`src/rtl/decode_assist_unit_if.sv`:
```
// Decode-assist signal bundle: extender, comparator, disassembler and trace outputs.
// The master side drives the decode-stage inputs; the slave side is the assist unit.
interface decode_assist_unit_if;
    logic [1:0]  ext_op;
    logic [15:0] imm;
    logic [31:0] ext_out;
    logic [31:0] cmp_a;
    logic [31:0] cmp_b;
    logic        iseq;
    logic        islt;
    logic [31:0] pc;
    logic [31:0] instr;
    logic        imm_as_dec;
    logic        flush;
    logic [3:0]  mnem;
    logic [4:0]  dis_rs;
    logic [4:0]  dis_rt;
    logic [4:0]  dis_rd;
    logic [4:0]  dis_shamt;
    logic [31:0] dis_imm;
    logic [31:0] dis_target;
    logic [31:0] trace_pc;
    logic [31:0] trace_instr;
    logic [3:0]  trace_mnem;

    modport master (
        output ext_op, imm, cmp_a, cmp_b, pc, instr, imm_as_dec, flush,
        input  ext_out, iseq, islt, mnem, dis_rs, dis_rt, dis_rd, dis_shamt,
               dis_imm, dis_target, trace_pc, trace_instr, trace_mnem
    );

    modport slave (
        input  ext_op, imm, cmp_a, cmp_b, pc, instr, imm_as_dec, flush,
        output ext_out, iseq, islt, mnem, dis_rs, dis_rt, dis_rd, dis_shamt,
               dis_imm, dis_target, trace_pc, trace_instr, trace_mnem
    );
endinterface

```
`src/rtl/decode_assist_unit.sv`:
```
// Decode-stage helper: immediate extender, branch comparator, instruction disassembler
// and a one-entry PC/instruction trace register.
module decode_assist_unit (
    input logic                 clk,
    input logic                 reset,
    decode_assist_unit_if.slave bus
);
    localparam logic [3:0] MnUnknown = 4'd0;
    localparam logic [3:0] MnNop     = 4'd1;
    localparam logic [3:0] MnAddu    = 4'd2;
    localparam logic [3:0] MnSubu    = 4'd3;
    localparam logic [3:0] MnJr      = 4'd4;
    localparam logic [3:0] MnJalr    = 4'd5;
    localparam logic [3:0] MnAddi    = 4'd6;
    localparam logic [3:0] MnOri     = 4'd7;
    localparam logic [3:0] MnLui     = 4'd8;
    localparam logic [3:0] MnLw      = 4'd9;
    localparam logic [3:0] MnSw      = 4'd10;
    localparam logic [3:0] MnBeq     = 4'd11;
    localparam logic [3:0] MnJ       = 4'd12;
    localparam logic [3:0] MnJal     = 4'd13;

    logic [5:0]  opField;
    logic [5:0]  fnField;
    logic [3:0]  mnemCode;
    logic [31:0] instrSext;
    logic        useSigned;
    logic [31:0] tracePcQ;
    logic [31:0] traceInstrQ;
    logic [3:0]  traceMnemQ;

    // Immediate extender
    always_comb begin
        unique case (bus.ext_op)
            2'd1:    bus.ext_out = {{16{bus.imm[15]}}, bus.imm};
            2'd2:    bus.ext_out = {bus.imm, 16'h0000};
            default: bus.ext_out = {16'h0000, bus.imm};
        endcase
    end

    assign bus.iseq = (bus.cmp_a == bus.cmp_b);
    assign bus.islt = ($signed(bus.cmp_a) < $signed(bus.cmp_b));

    assign opField = bus.instr[31:26];
    assign fnField = bus.instr[5:0];

    // All-zero word is NOP before the op 0 function decode gets a look
    always_comb begin
        mnemCode = MnUnknown;
        if (bus.instr == 32'h0000_0000) begin
            mnemCode = MnNop;
        end else begin
            case (opField)
                6'h00: begin
                    case (fnField)
                        6'h21:   mnemCode = MnAddu;
                        6'h23:   mnemCode = MnSubu;
                        6'h08:   mnemCode = MnJr;
                        6'h09:   mnemCode = MnJalr;
                        default: mnemCode = MnUnknown;
                    endcase
                end
                6'h08:   mnemCode = MnAddi;
                6'h0D:   mnemCode = MnOri;
                6'h0F:   mnemCode = MnLui;
                6'h23:   mnemCode = MnLw;
                6'h2B:   mnemCode = MnSw;
                6'h04:   mnemCode = MnBeq;
                6'h02:   mnemCode = MnJ;
                6'h03:   mnemCode = MnJal;
                default: mnemCode = MnUnknown;
            endcase
        end
    end

    assign bus.mnem      = mnemCode;
    assign bus.dis_rs    = bus.instr[25:21];
    assign bus.dis_rt    = bus.instr[20:16];
    assign bus.dis_rd    = bus.instr[15:11];
    assign bus.dis_shamt = bus.instr[10:6];

    assign instrSext = {{16{bus.instr[15]}}, bus.instr[15:0]};
    assign useSigned = bus.imm_as_dec &&
                       (mnemCode inside {MnAddi, MnLw, MnSw, MnBeq});
    assign bus.dis_imm = useSigned ? instrSext : {16'h0000, bus.instr[15:0]};

    always_comb begin
        bus.dis_target = 32'h0000_0000;
        if (mnemCode == MnJ || mnemCode == MnJal) begin
            bus.dis_target = {bus.pc[31:28], bus.instr[25:0], 2'b00};
        end else if (mnemCode == MnBeq) begin
            bus.dis_target = bus.pc + 32'd4 + {instrSext[29:0], 2'b00};
        end
    end

    // Flush leaves the PC so the bubble is still attributable to its slot
    always_ff @(posedge clk) begin
        if (reset) begin
            tracePcQ    <= 32'h0000_0000;
            traceInstrQ <= 32'h0000_0000;
            traceMnemQ  <= MnUnknown;
        end else if (bus.flush) begin
            traceInstrQ <= 32'h0000_0000;
            traceMnemQ  <= MnUnknown;
        end else begin
            tracePcQ    <= bus.pc;
            traceInstrQ <= bus.instr;
            traceMnemQ  <= mnemCode;
        end
    end

    assign bus.trace_pc    = tracePcQ;
    assign bus.trace_instr = traceInstrQ;
    assign bus.trace_mnem  = traceMnemQ;
endmodule

```
`src/flat_wrapper.sv`:
```
// flat-port wrapper written by rule: the top's interface ports become plain ports
module decode_assist_unit_flat 
  (clk, reset, bus_ext_op, bus_imm, bus_cmp_a, bus_cmp_b, bus_pc, bus_instr, bus_imm_as_dec, bus_flush, bus_ext_out, bus_iseq, bus_islt, bus_mnem, bus_dis_rs, bus_dis_rt, bus_dis_rd, bus_dis_shamt, bus_dis_imm, bus_dis_target, bus_trace_pc, bus_trace_instr, bus_trace_mnem);
  decode_assist_unit_if bus_i ();
  input logic clk;
  input logic reset;
  input wire logic [$bits(bus_i.ext_op)-1:0] bus_ext_op;
  input wire logic [$bits(bus_i.imm)-1:0] bus_imm;
  input wire logic [$bits(bus_i.cmp_a)-1:0] bus_cmp_a;
  input wire logic [$bits(bus_i.cmp_b)-1:0] bus_cmp_b;
  input wire logic [$bits(bus_i.pc)-1:0] bus_pc;
  input wire logic [$bits(bus_i.instr)-1:0] bus_instr;
  input wire logic [$bits(bus_i.imm_as_dec)-1:0] bus_imm_as_dec;
  input wire logic [$bits(bus_i.flush)-1:0] bus_flush;
  output wire logic [$bits(bus_i.ext_out)-1:0] bus_ext_out;
  output wire logic [$bits(bus_i.iseq)-1:0] bus_iseq;
  output wire logic [$bits(bus_i.islt)-1:0] bus_islt;
  output wire logic [$bits(bus_i.mnem)-1:0] bus_mnem;
  output wire logic [$bits(bus_i.dis_rs)-1:0] bus_dis_rs;
  output wire logic [$bits(bus_i.dis_rt)-1:0] bus_dis_rt;
  output wire logic [$bits(bus_i.dis_rd)-1:0] bus_dis_rd;
  output wire logic [$bits(bus_i.dis_shamt)-1:0] bus_dis_shamt;
  output wire logic [$bits(bus_i.dis_imm)-1:0] bus_dis_imm;
  output wire logic [$bits(bus_i.dis_target)-1:0] bus_dis_target;
  output wire logic [$bits(bus_i.trace_pc)-1:0] bus_trace_pc;
  output wire logic [$bits(bus_i.trace_instr)-1:0] bus_trace_instr;
  output wire logic [$bits(bus_i.trace_mnem)-1:0] bus_trace_mnem;
  assign bus_i.ext_op = bus_ext_op;
  assign bus_i.imm = bus_imm;
  assign bus_i.cmp_a = bus_cmp_a;
  assign bus_i.cmp_b = bus_cmp_b;
  assign bus_i.pc = bus_pc;
  assign bus_i.instr = bus_instr;
  assign bus_i.imm_as_dec = bus_imm_as_dec;
  assign bus_i.flush = bus_flush;
  assign bus_ext_out = bus_i.ext_out;
  assign bus_iseq = bus_i.iseq;
  assign bus_islt = bus_i.islt;
  assign bus_mnem = bus_i.mnem;
  assign bus_dis_rs = bus_i.dis_rs;
  assign bus_dis_rt = bus_i.dis_rt;
  assign bus_dis_rd = bus_i.dis_rd;
  assign bus_dis_shamt = bus_i.dis_shamt;
  assign bus_dis_imm = bus_i.dis_imm;
  assign bus_dis_target = bus_i.dis_target;
  assign bus_trace_pc = bus_i.trace_pc;
  assign bus_trace_instr = bus_i.trace_instr;
  assign bus_trace_mnem = bus_i.trace_mnem;
  decode_assist_unit u_core (.clk(clk), .reset(reset), .bus(bus_i));
endmodule
```
`config.mk`:
```
export PLATFORM = sky130hd
export DESIGN_NAME = decode_assist_unit_flat
export DESIGN_NICKNAME = d
export VERILOG_FILES = /design/src/rtl/decode_assist_unit_if.sv /design/src/rtl/decode_assist_unit.sv /design/src/flat_wrapper.sv
export SDC_FILE = /design/constraint.sdc
export NUM_CORES = 1
export LEC_CHECK = 0
export BUFFER_PORTS_ARGS = -buffer_cell sky130_fd_sc_hd__clkbuf_2
export CAP_MARGIN = 10
export CORE_AREA = 4 4 130 132
export DETAILED_ROUTE_END_ITERATION = 7
export DIE_AREA = 0 0 134 136
export PLACE_DENSITY_LB_ADDON = 0.2
export SLEW_MARGIN = 40
export SYNTH_ARGS = -nofsm -noshare
export SYNTH_HDL_FRONTEND = slang
export SYNTH_SLANG_ARGS = --single-unit
```
`constraint.sdc`:
```
create_clock -name clk -period 7.2 [get_ports clk]
set_clock_uncertainty 0.1 [all_clocks]
set_input_delay 0.36 -clock clk [delete_from_list [all_inputs] [get_ports clk]]
set_output_delay 0.36 -clock clk [all_outputs]
set_load 0.005 [all_outputs]
```
==> summary.md <==
| Metric | Value |
|---|---|
| MaxCap Viol Count | 0 |
| Nature of the critical path startpoint | input port |
| Antenna cell count | 0 |
| Min Clock Period, post-route | 3740 ps |
| Die Y | 136 um |
| TritonRoute pass-1 iters | 4 |
| Initial drt markers | 265 |
| I/O Buffers | 339 |
| Worst hold margin | 170 ps |
| Sw Share | 0.338 |
| # setup viols final | 0 |
| DRT antenna net count | 0 |
| Cell with the most instances after synthesis | ha_1 |
| Htree depth | 3 |
| GPL Wtd Cong | 0.883 |
| Critical path arrival | 3280 ps |
| Outcome | complete, no violations |
| Fin. max-slew vios | 0 |
| HP Class | in -> reg |
| DR vias/cell | 4.99 |
| Yosys top cell area share | 0.221 |
| Resized cells post-CTS | 0 |
| Peak Freq | 267 MHz |
| Setup TNS | 0 ps |
| Worst slew margin | 0.483 |
| Largest net degree at the start of global routing | 37 |
| Placement Cell Area | 0.00764 mm2 |
| Combinational share of power | 0.327 |
| Initial antenna violation count | 0 |
| Avg WL per Cell | 16.0 um |
| Chip Width | 134 um |
| Warnings, synthesis | 0 |
| Vias in the first global route | 5949 |
| Root Driver | clkbuf_16 |
| Setup Buffers After CTS | 0 |
| Hold wc startpoint | bus_pc[19] |
| Post-route cell area | 0.00796 mm2 |
| P_int | 862 uW |
| Synth Instances | 781 |
| Proportion of layout cells with a drive suffix above 1 | 0.355 |
| CTS tree | built |
| Sequential fraction of the synthesis area | 0.221 |
| Clk Latency, worst-skew pair | 350 ps |
| GR Overflow Total | 0 |
| Dpl hpwl | 16700 um |
| Maximum VDD drop | 0.000126 V |
| Async set or reset register ratio after synthesis | 0 |
| Via count | 6336 |
| Synth area leader | dfxtp_1 |
| Synth cell count leaders | ha_1, nand2_1, nor2_1, dfxtp_1, buf_4 |
| Initial Util | 0.391 |
| TritonCTS buffer count | 9 |
| Post-synth EDFFs | 0 |
| WS Path Type | in -> out |
| Final hold violation count | 0 |
| Flop pwr share | 0.308 |
| Measured slew at the worst slew-check pin | 775 ps |
| Number of hold buffers added after cts | 0 |
| GRT Total Usage | 0.213 |
| Critical Path Source | bus_instr[0] |
| Core area | 0.0157 mm2 |
| CTS Buffer Depth | 2 |
| Crit share post-route | 0.520 |
| Top Ports | 340 |
| Crit end category | output pin |
| R2r startpoint | u_core.bus.trace_pc[3] |
| Fin nets | 1291 |
| Distinct cells, synth | 59 |
| Pleak | 0.00427 uW |
| Reg clk slew, reported paths | 70 ps |
| Seq cells post-synth | 68 |
| RSZ-0062 raised after global routing | false |
| First-pass GRT wire length | 31300 um |
| Row count | 46 |
| Synth-to-layout area growth | 29.3% |
| CP required | 6740 ps |
| Reg2Reg Setup Slack | 6440 ps |
| Crit-path max FO | 5 |
| Clock Sinks | 68 |
| Pwr per Cell Area | 164 mW/mm2 |
| Largest cells by area after synthesis | dfxtp_1, ha_1, buf_4, mux2i_1, nand2_1 |
| Post-Syn Area | 0.00615 mm2 |
| Die Area | 0.0182 mm2 |
| Main synth FF type | dfxtp_1 |
| Syn Nets | 1023 |
| Syn_area_per_cell | 7.88 um2 |
| DRC violations left | 0 |
| Psw | 440 uW |
| Final WL | 20300 um |
| Clock Power Share | 0.365 |
-- stage by stage --
stage / utilization / worst slack [ps] / total power, uW / std cells
after CTS: 0.506 / 3450 / 1310 / 1270
after global routing: 0.506 / 3170 / 1380 / 1270
after global placement: 0.485 / 3540 / 834 / 1254
after floorplan: - / 4050 / 687 / 781
after detailed placement: 0.487 / 3470 / 834 / 1254
final: 0.506 / 3460 / 1300 / 1270
-- critical path, cell delays in order --
cell and delay, ps:
clkbuf_2 150, inv_1 90, ha_1 190, inv_1 50, ha_1 180, inv_1 70
fa_1 370, nand2b_1 190, a21oi_1 220, o211ai_1 210, a21o_1 230, a211oi_1 360
nor2_1 90, xnor2_1 140, o31ai_1 200, clkbuf_2 160
-- kinds of logic after synthesis --
kind of cell / Yosys count / share of synthesized area
AND/OR/NAND/NOR: 263 / 0.210
AO/OA/AOI/OAI: 168 / 0.176
buffers and inverters: 131 / 0.113
adder cells (fa/ha/maj): 92 / 0.188
flip-flops: 68 / 0.221
multiplexers: 36 / 0.0586
XOR/XNOR: 23 / 0.0327
-- cell type report --
cell class,instances,area (um2)
fill,1633,7760
multi-input combinational,582,4130
timing repair buffer,341,1710
sequential,68,1360
tap,216,270
clock buffer,10,239
inverter,47,176
clock inverter,6,71.3
-- registers in the layout, summed over array words and instances, names as in the netlist --
register                flops
u_core.bus.trace_instr     32
u_core.bus.trace_pc        32
u_core.bus.trace_mnem       4
-- cells in the final DEF (no fill, tap or decap), types with 2 or more instances in the layout --
cell type | Yosys | layout
clkbuf_2 | 0 | 338
ha_1 | 91 | 91
nand2_1 | 76 | 76
dfxtp_1 | 68 | 68
nor2_1 | 69 | 67
o21ai_0 | 50 | 50
inv_1 | 47 | 47
a21oi_1 | 46 | 45
and2_1 | 36 | 36
mux2i_1 | 36 | 36
nor2b_1 | 20 | 20
a21o_1 | 12 | 12
nand3_1 | 12 | 12
xnor2_1 | 12 | 12
xor2_1 | 11 | 11
nand4_1 | 11 | 11
a211oi_1 | 11 | 11
nor3_1 | 10 | 9
nor4_1 | 9 | 9
clkbuf_16 | 0 | 9
o211ai_1 | 7 | 7
nand2b_1 | 6 | 6
a22o_1 | 6 | 6
a21boi_0 | 4 | 4
a31oi_1 | 4 | 4
o31ai_1 | 4 | 4
o21a_1 | 3 | 3
nor3b_1 | 4 | 3
a22oi_1 | 2 | 2
and3_1 | 2 | 2
o21ai_1 | 2 | 2
a31o_2 | 2 | 2
clkinv_4 | 0 | 2
clkinvlp_4 | 0 | 2
buf_4 | 51 | 2
-- path summary, 6_finish.rpt --
path,to,cells after the start
worst min-delay path,u_core.bus.trace_pc[19],3
worst max register to register,u_core.bus.trace_pc[3],2
worst max-delay path,bus_dis_target[31],16
worst min register to register,u_core.bus.trace_pc[2],2
-- power by group through the flow --
stage,logic [uW],clock network [uW],registers (uW)
after floorplan,275,0,412
after global placement,425,0,409
after detailed placement,425,0,410
after CTS,428,484,401
after global routing,481,498,403
final,426,475,401
-- per-layer routing --
metal,track usage,routed length (um)
met1,0.267,8770
met2,0.360,9670
met3,0.0570,1530
met4,0.0611,372
met5,0,0
(Power assumes the default switching activity.)
